## src/rtl/player_anim_if.sv

```systemverilog
// Signal bundle between game logic / video timing and the player animation controller.
// master = game/video side, slave = animation controller.
interface player_anim_if #(
  parameter int SPR_W        = 128,
  parameter int SPR_H        = 128,
  parameter int WALK_FRAMES  = 2,
  parameter int JUMP_FRAMES  = 3,
  parameter int PUNCH_FRAMES = 3
);
  localparam int NFRAMES = 3 + WALK_FRAMES + JUMP_FRAMES + PUNCH_FRAMES;
  localparam int XW      = $clog2(SPR_W);
  localparam int YW      = $clog2(SPR_H);
  localparam int FIDX_W  = $clog2(NFRAMES);
  localparam int ADDR_W  = $clog2(NFRAMES * SPR_W * SPR_H);

  logic              anim_tick;
  logic [6:0]        action;
  logic [XW-1:0]     px;
  logic [YW-1:0]     py;
  logic              px_valid;
  logic [ADDR_W-1:0] rom_addr;
  logic              rom_addr_vld;
  logic [FIDX_W-1:0] frame_idx;
  logic [2:0]        anim_state;
  logic              punch_active;

  modport master (
    output anim_tick, action, px, py, px_valid,
    input  rom_addr, rom_addr_vld, frame_idx, anim_state, punch_active
  );

  modport slave (
    input  anim_tick, action, px, py, px_valid,
    output rom_addr, rom_addr_vld, frame_idx, anim_state, punch_active
  );
endinterface

```

## src/rtl/player_anim_ctrl.sv

```systemverilog
// Player animation controller: action decode, tick-paced frame sequencing and
// mirrored sprite-ROM addressing into one ROM holding all frames back to back.
module player_anim_ctrl #(
  parameter int SPR_W         = 128,
  parameter int SPR_H         = 128,
  parameter int WALK_FRAMES   = 2,
  parameter int JUMP_FRAMES   = 3,
  parameter int PUNCH_FRAMES  = 3,
  parameter int TICKS_PER_FRM = 4
) (
  input  logic         clk,
  input  logic         rst_l,
  player_anim_if.slave bus
);
  localparam int STAND_BASE  = 0;
  localparam int WALK_BASE   = 1;
  localparam int CROUCH_BASE = 1 + WALK_FRAMES;
  localparam int SHIELD_BASE = CROUCH_BASE + 1;
  localparam int JUMP_BASE   = SHIELD_BASE + 1;
  localparam int PUNCH_BASE  = JUMP_BASE + JUMP_FRAMES;
  localparam int NFRAMES     = PUNCH_BASE + PUNCH_FRAMES;
  localparam int FRM_PIX     = SPR_W * SPR_H;
  localparam int ADDR_W      = $clog2(NFRAMES * FRM_PIX);
  localparam int XW          = $clog2(SPR_W);
  localparam int YW          = $clog2(SPR_H);
  localparam int FIDX_W      = $clog2(NFRAMES);
  localparam int TC_W        = (TICKS_PER_FRM > 1) ? $clog2(TICKS_PER_FRM) : 1;

  localparam logic [TC_W-1:0]   TC_LAST    = TC_W'(TICKS_PER_FRM - 1);
  localparam logic [FIDX_W-1:0] WALK_LAST  = FIDX_W'(WALK_FRAMES - 1);
  localparam logic [FIDX_W-1:0] JUMP_LAST  = FIDX_W'(JUMP_FRAMES - 1);
  localparam logic [FIDX_W-1:0] PUNCH_LAST = FIDX_W'(PUNCH_FRAMES - 1);

  typedef enum logic [2:0] {
    ST_STAND  = 3'd0,
    ST_WALK   = 3'd1,
    ST_CROUCH = 3'd2,
    ST_SHIELD = 3'd3,
    ST_JUMP   = 3'd4,
    ST_PUNCH  = 3'd5
  } anim_state_t;

  function automatic anim_state_t decode_req(input logic [3:0] req_bits, input logic punch_edge);
    if (punch_edge)       decode_req = ST_PUNCH;
    else if (req_bits[3]) decode_req = ST_JUMP;
    else if (req_bits[2]) decode_req = ST_SHIELD;
    else if (req_bits[1]) decode_req = ST_CROUCH;
    else if (req_bits[0]) decode_req = ST_WALK;
    else                  decode_req = ST_STAND;
  endfunction

  function automatic logic [FIDX_W-1:0] state_base(input anim_state_t st);
    case (st)
      ST_WALK:   state_base = FIDX_W'(WALK_BASE);
      ST_CROUCH: state_base = FIDX_W'(CROUCH_BASE);
      ST_SHIELD: state_base = FIDX_W'(SHIELD_BASE);
      ST_JUMP:   state_base = FIDX_W'(JUMP_BASE);
      ST_PUNCH:  state_base = FIDX_W'(PUNCH_BASE);
      default:   state_base = FIDX_W'(STAND_BASE);
    endcase
  endfunction

  anim_state_t       state_r, state_n;
  anim_state_t       req_s, req_held_s;
  logic [FIDX_W-1:0] offset_r, offset_n;
  logic [TC_W-1:0]   tick_cnt_r, tick_cnt_n;
  logic              frame_done_s;
  logic              facing_r;
  logic              punch_prev_r;
  logic [FIDX_W-1:0] frame_idx_r;
  logic              punch_active_r;
  logic [ADDR_W-1:0] rom_addr_r;
  logic              rom_addr_vld_r;
  logic [XW-1:0]     col_s;

  // Next animation state and in-sequence offset, evaluated for the coming tick.
  always_comb begin
    state_n      = state_r;
    offset_n     = offset_r;
    tick_cnt_n   = tick_cnt_r;
    req_s        = decode_req(bus.action[3:0], bus.action[4] & ~punch_prev_r);
    req_held_s   = decode_req(bus.action[3:0], 1'b0);
    frame_done_s = (tick_cnt_r == TC_LAST);
    if (state_r == ST_PUNCH) begin
      if (frame_done_s) begin
        tick_cnt_n = '0;
        if (offset_r == PUNCH_LAST) begin
          state_n  = req_held_s;
          offset_n = '0;
        end else begin
          offset_n = offset_r + FIDX_W'(1);
        end
      end else begin
        tick_cnt_n = tick_cnt_r + TC_W'(1);
      end
    end else if (req_s != state_r) begin
      state_n    = req_s;
      offset_n   = '0;
      tick_cnt_n = '0;
    end else if (frame_done_s) begin
      tick_cnt_n = '0;
      case (state_r)
        ST_WALK: offset_n = (offset_r == WALK_LAST) ? FIDX_W'(0) : offset_r + FIDX_W'(1);
        ST_JUMP: offset_n = (offset_r == JUMP_LAST) ? offset_r : offset_r + FIDX_W'(1);
        default: offset_n = '0;
      endcase
    end else begin
      tick_cnt_n = tick_cnt_r + TC_W'(1);
    end
  end

  // Animation registers move only on anim_tick so a frame never changes mid-scan.
  always_ff @(posedge clk or negedge rst_l) begin
    if (!rst_l) begin
      state_r        <= ST_STAND;
      offset_r       <= '0;
      tick_cnt_r     <= '0;
      facing_r       <= 1'b0;
      punch_prev_r   <= 1'b0;
      frame_idx_r    <= '0;
      punch_active_r <= 1'b0;
    end else if (bus.anim_tick) begin
      state_r        <= state_n;
      offset_r       <= offset_n;
      tick_cnt_r     <= tick_cnt_n;
      punch_prev_r   <= bus.action[4];
      frame_idx_r    <= state_base(state_n) + offset_n;
      punch_active_r <= (state_n == ST_PUNCH);
      if (state_r != ST_PUNCH) begin
        facing_r <= bus.action[6];
      end
    end
  end

  // SPR_W is a power of two, so SPR_W-1-px is a bitwise inversion.
  assign col_s = facing_r ? ~bus.px : bus.px;

  // One-cycle address stage; the address is held while px_valid is low.
  always_ff @(posedge clk or negedge rst_l) begin
    if (!rst_l) begin
      rom_addr_r     <= '0;
      rom_addr_vld_r <= 1'b0;
    end else begin
      rom_addr_vld_r <= bus.px_valid;
      if (bus.px_valid) begin
        rom_addr_r <= ADDR_W'({frame_idx_r, bus.py, col_s});
      end
    end
  end

  assign bus.rom_addr     = rom_addr_r;
  assign bus.rom_addr_vld = rom_addr_vld_r;
  assign bus.frame_idx    = frame_idx_r;
  assign bus.anim_state   = state_r;
  assign bus.punch_active = punch_active_r;

  // Only referenced through YW-sized py; keeps the sizing explicit.
  if (YW + XW + FIDX_W != ADDR_W) begin : g_addr_w_mismatch
    $error("sprite size must be a power of two");
  end
endmodule

```

## src/flat_wrapper.sv

```systemverilog
// flat-port wrapper written by rule: the top's interface ports become plain ports
module player_anim_ctrl_flat 
#(
  parameter int SPR_W         = 128,
  parameter int SPR_H         = 128,
  parameter int WALK_FRAMES   = 2,
  parameter int JUMP_FRAMES   = 3,
  parameter int PUNCH_FRAMES  = 3,
  parameter int TICKS_PER_FRM = 4
)
  (clk, rst_l, bus_anim_tick, bus_action, bus_px, bus_py, bus_px_valid, bus_rom_addr, bus_rom_addr_vld, bus_frame_idx, bus_anim_state, bus_punch_active);
  player_anim_if #(.SPR_W(SPR_W), .SPR_H(SPR_H), .WALK_FRAMES(WALK_FRAMES), .JUMP_FRAMES(JUMP_FRAMES), .PUNCH_FRAMES(PUNCH_FRAMES)) bus_i ();
  input  logic clk;
  input  logic rst_l;
  input wire logic [$bits(bus_i.anim_tick)-1:0] bus_anim_tick;
  input wire logic [$bits(bus_i.action)-1:0] bus_action;
  input wire logic [$bits(bus_i.px)-1:0] bus_px;
  input wire logic [$bits(bus_i.py)-1:0] bus_py;
  input wire logic [$bits(bus_i.px_valid)-1:0] bus_px_valid;
  output wire logic [$bits(bus_i.rom_addr)-1:0] bus_rom_addr;
  output wire logic [$bits(bus_i.rom_addr_vld)-1:0] bus_rom_addr_vld;
  output wire logic [$bits(bus_i.frame_idx)-1:0] bus_frame_idx;
  output wire logic [$bits(bus_i.anim_state)-1:0] bus_anim_state;
  output wire logic [$bits(bus_i.punch_active)-1:0] bus_punch_active;
  assign bus_i.anim_tick = bus_anim_tick;
  assign bus_i.action = bus_action;
  assign bus_i.px = bus_px;
  assign bus_i.py = bus_py;
  assign bus_i.px_valid = bus_px_valid;
  assign bus_rom_addr = bus_i.rom_addr;
  assign bus_rom_addr_vld = bus_i.rom_addr_vld;
  assign bus_frame_idx = bus_i.frame_idx;
  assign bus_anim_state = bus_i.anim_state;
  assign bus_punch_active = bus_i.punch_active;
  player_anim_ctrl #(.SPR_W(SPR_W), .SPR_H(SPR_H), .WALK_FRAMES(WALK_FRAMES), .JUMP_FRAMES(JUMP_FRAMES), .PUNCH_FRAMES(PUNCH_FRAMES), .TICKS_PER_FRM(TICKS_PER_FRM)) u_core (.clk(clk), .rst_l(rst_l), .bus(bus_i));
endmodule
```

## config.mk

```make
export PLATFORM = sky130hd
export DESIGN_NAME = player_anim_ctrl_flat
export DESIGN_NICKNAME = d
export VERILOG_FILES = /design/src/rtl/player_anim_if.sv /design/src/rtl/player_anim_ctrl.sv /design/src/flat_wrapper.sv
export SDC_FILE = /design/constraint.sdc
export NUM_CORES = 1
export LEC_CHECK = 0
export ABC_AREA = 1
export CORE_MARGIN = 2
export CORE_UTILIZATION = 35
export CTS_CLUSTER_DIAMETER = 80
export DETAILED_ROUTE_END_ITERATION = 10
export PLACE_DENSITY = 0.72
export SLEW_MARGIN = 40
export SYNTH_ARGS = -nofsm -noshare
export SYNTH_HDL_FRONTEND = slang
export SYNTH_SLANG_ARGS = --single-unit
```

## constraint.sdc

```tcl
create_clock -name clk -period 3.97 [get_ports clk]
set_clock_uncertainty 0.15 [all_clocks]
set_input_delay 0.397 -clock clk [delete_from_list [all_inputs] [get_ports clk]]
set_output_delay 0.397 -clock clk [all_outputs]
set_load 0.01 [all_outputs]
```

==> run metrics <==
outcome complete, no violations; WL/cell 10.90 um; Finished Cell Area 0.002674 mm^2; setup ws final ~1.1 ns; Max VDD drop 0.1697 mV; Max-cap violations 0; DR pass1 iterations 4; Req. time, crit path 4.00 ns; CP Launch Type flop; largest area contributor in the netlist dfrtp_1; overall routing resource usage 14.32%; CP max FO 6; top cells by area, synth dfrtp_1 44%, nand2_1 17%, ha_1 5.0%; fin. max-slew vios 0; # H-tree levels 2; DIE AREA between 0.006 and 0.007 mm^2; DRC Markers 0; Critical Path Sink Type flop; LEAKAGE 1.308 nW; post-synthesis sequential area ratio 43.89%; row cnt 27; core outline area 0.005507 mm^2; I/O Pins 52; initial antenna violation count 0; global-route wire length before repair 7182 um; Final Hold Viols 0; DIE HEIGHT 79.51 um; initial drt markers 90; vias in the first global route 1,626; fin nets about 330; Initial Utilization 36.24%; Detail Placement HPWL 3056 um; Setup WS pre-CTS between 0.9 and 1 ns; clk sinks 35; Reg clk slew, reported paths 0.07 ns; Max Fclk 345.8 MHz; die width 79.51 um; Synth Instances ~250; largest net degree at the start of global routing 36; final period utilization 72.85%; Worst Hold Class reg2reg; Distinct cells, synth 27; DP Area 0.002557 mm^2; Tot Pwr 1.021 mW; via/cell ratio 4.577; Slew @ Worst Pin 0.6817 ns; Clock Latency Late Sink roughly 0.28 ns; Port Buffers 50; Post-Syn Area per Cell around 8 um^2; Util after Layout 48.56%; Pwr Density ~380 mW/mm^2; total CTS buffers 5; Max-slew headroom 54.50%; Final TNS setup 0 ns; CTS Root Cell clkbuf_8; CTS tree built; Synth Cell Area approximately 0.0020 mm^2; deepest clock path buffer count 2; top-area cell type share of the netlist area 43.89%; Tmin final 2.892 ns; total routed wirelength 4044 um; placer congestion estimate 0.8237; Yosys reg bits 35; share of cells above drive strength 1 11.37%; RSZ-0062 raised after global routing no; Ant. Diodes 0; WS Path Type reg2reg; Syn Nets 279; GRT Residual Overflow 0; Final setup viols 0; Area Growth Syn to Fin 33.98%; via count 1,698; Critical Path AT 2.92 ns; antenna viol nets, final 0; Synthesis Warnings 0
-- worst paths after layout --
check	slack, ns	from	cells past startpoint	endpoint
max	1.08	u_core.offset_r[0]$_DFFE_PN0P_	20	u_core.bus.frame_idx[3]$_DFFE_PN0P_
min	0.32	u_core.bus.rom_addr[9]$_DFFE_PN0P_	2	u_core.bus.rom_addr[9]$_DFFE_PN0P_
max reg2reg	1.08	u_core.offset_r[0]$_DFFE_PN0P_	20	u_core.bus.frame_idx[3]$_DFFE_PN0P_
min reg2reg	0.32	u_core.bus.rom_addr[9]$_DFFE_PN0P_	2	u_core.bus.rom_addr[9]$_DFFE_PN0P_
max in group asynchronous	2.90	rst_l	2	u_core.offset_r[0]$_DFFE_PN0P_
min in group asynchronous	0.45	rst_l	2	u_core.bus.rom_addr[5]$_DFFE_PN0P_
-- logic make-up (layout without fill, tap and decap cells) --
group	count (synthesis)	in the layout	synth area share, %
buffers and inverters	32	86	6.708
DFF	35	35	43.89
and+or+nand+nor	124	124	29.34
xor gates and xnor gates	10	10	4.389
AOI/OAI and AO/OA	35	35	9.655
adders and majority gates	9	9	6.019
-- registers in the layout, indices dropped and copies added (netlist names) --
signal	flops
u_core.bus.anim_state	3
u_core.bus.frame_idx	4
u_core.bus.punch_active	1
u_core.bus.rom_addr	18
u_core.bus.rom_addr_vld	1
u_core.facing_r	1
u_core.offset_r	4
u_core.punch_prev_r	1
u_core.tick_cnt_r	2
-- power breakdown --
part / leakage (nW) / switching (mW) / total (mW) / internal, mW
registers: 0.441 / 0.0375 / 0.443 / 0.405
logic: 0.817 / 0.146 / 0.297 / 0.151
clock network: 0.0505 / 0.124 / 0.281 / 0.158
total: 1.31 / 0.307 / 1.02 / 0.714
-- cells in the mapped netlist (all sizes together) --
cell,number
o21ai,27
inv,25
nor2,7
fa,1
a21oi,4
o211ai,3
and3,1
buf,2
nand3,12
clkbuf,4
nand4,4
dfrtp,35
xnor2,10
clkinv,1
ha,8
nand2,100
o21bai,1
-- through the flow --
stage / hold slack [ns] / std cells
6_report: 0.3229 / 371
4_1_cts: 0.05985 / 370
2_1_floorplan: -0.04859 / 245
5_1_grt: 0.3641 / 371
3_3_place_gp: 0.3038 / 362
3_5_place_dp: 0.3095 / 362
-- what timing repair did --
action                                 4_1_cts  5_1_grt
setup endpoints to repair                    0        0
endpoints found under the hold margin        0       35
setup buffers                                0        0
gates resized for setup                      0        0
hold buffers                                 0        1
-- cell type report --
type                            count  area, um^2
Inverter                           26       102.6
Sequential cell                    35       875.8
Timing Repair Buffer               52       515.5
Multi-Input combinational cell    178       985.9
Fill cell                         518        2833
Clock buffer                        7       96.34
Tap cell                           72       90.09
Clock inverter                      1       7.507
-- critical path, cell delays in order, from the launching register on --
cell	delay [ns]
dfrtp_1	0.44
inv_1	0.12
ha_1	0.20
nand2_2	0.09
ha_1	0.28
a21oi_1	0.05
o21bai_1	0.16
o211ai_1	0.08
o21ai_0	0.13
nand2_1	0.11
inv_1	0.06
ha_1	0.21
and3_1	0.15
nor2_1	0.13
nand3_1	0.11
nand2_2	0.09
inv_2	0.04
nand3_2	0.04
nand2_1	0.05
nand2_1	0.05
nand2_1	0.06
-- routing by layer --
metal / global-route usage (%) / routed length, um / share of wire, %
met5: 0 / 0 / 0
met2: 24.20 / 2004 / 50
met3: 4.299 / 192 / 4.7
met1: 17.51 / 1805 / 45
met4: 4.310 / 41 / 1.0
-- cells in the final DEF, fill, tap and decap left out, types with 3 or more instances in the layout --
cell / Yosys / routed
nand2_1: 91 / 91
clkdlybuf4s50_1: 0 / 49
dfrtp_1: 35 / 35
inv_1: 20 / 20
o21ai_0: 19 / 19
xnor2_1: 10 / 10
o21ai_1: 8 / 8
ha_1: 8 / 8
nand3_1: 7 / 7
clkbuf_8: 0 / 7
nand2_2: 5 / 5
inv_2: 5 / 5
nor2_1: 5 / 5
nand4_1: 4 / 4
nand2_4: 4 / 4
o211ai_1: 3 / 3
nand3_2: 3 / 3
Note: power is estimated with default switching activity, not from simulation.
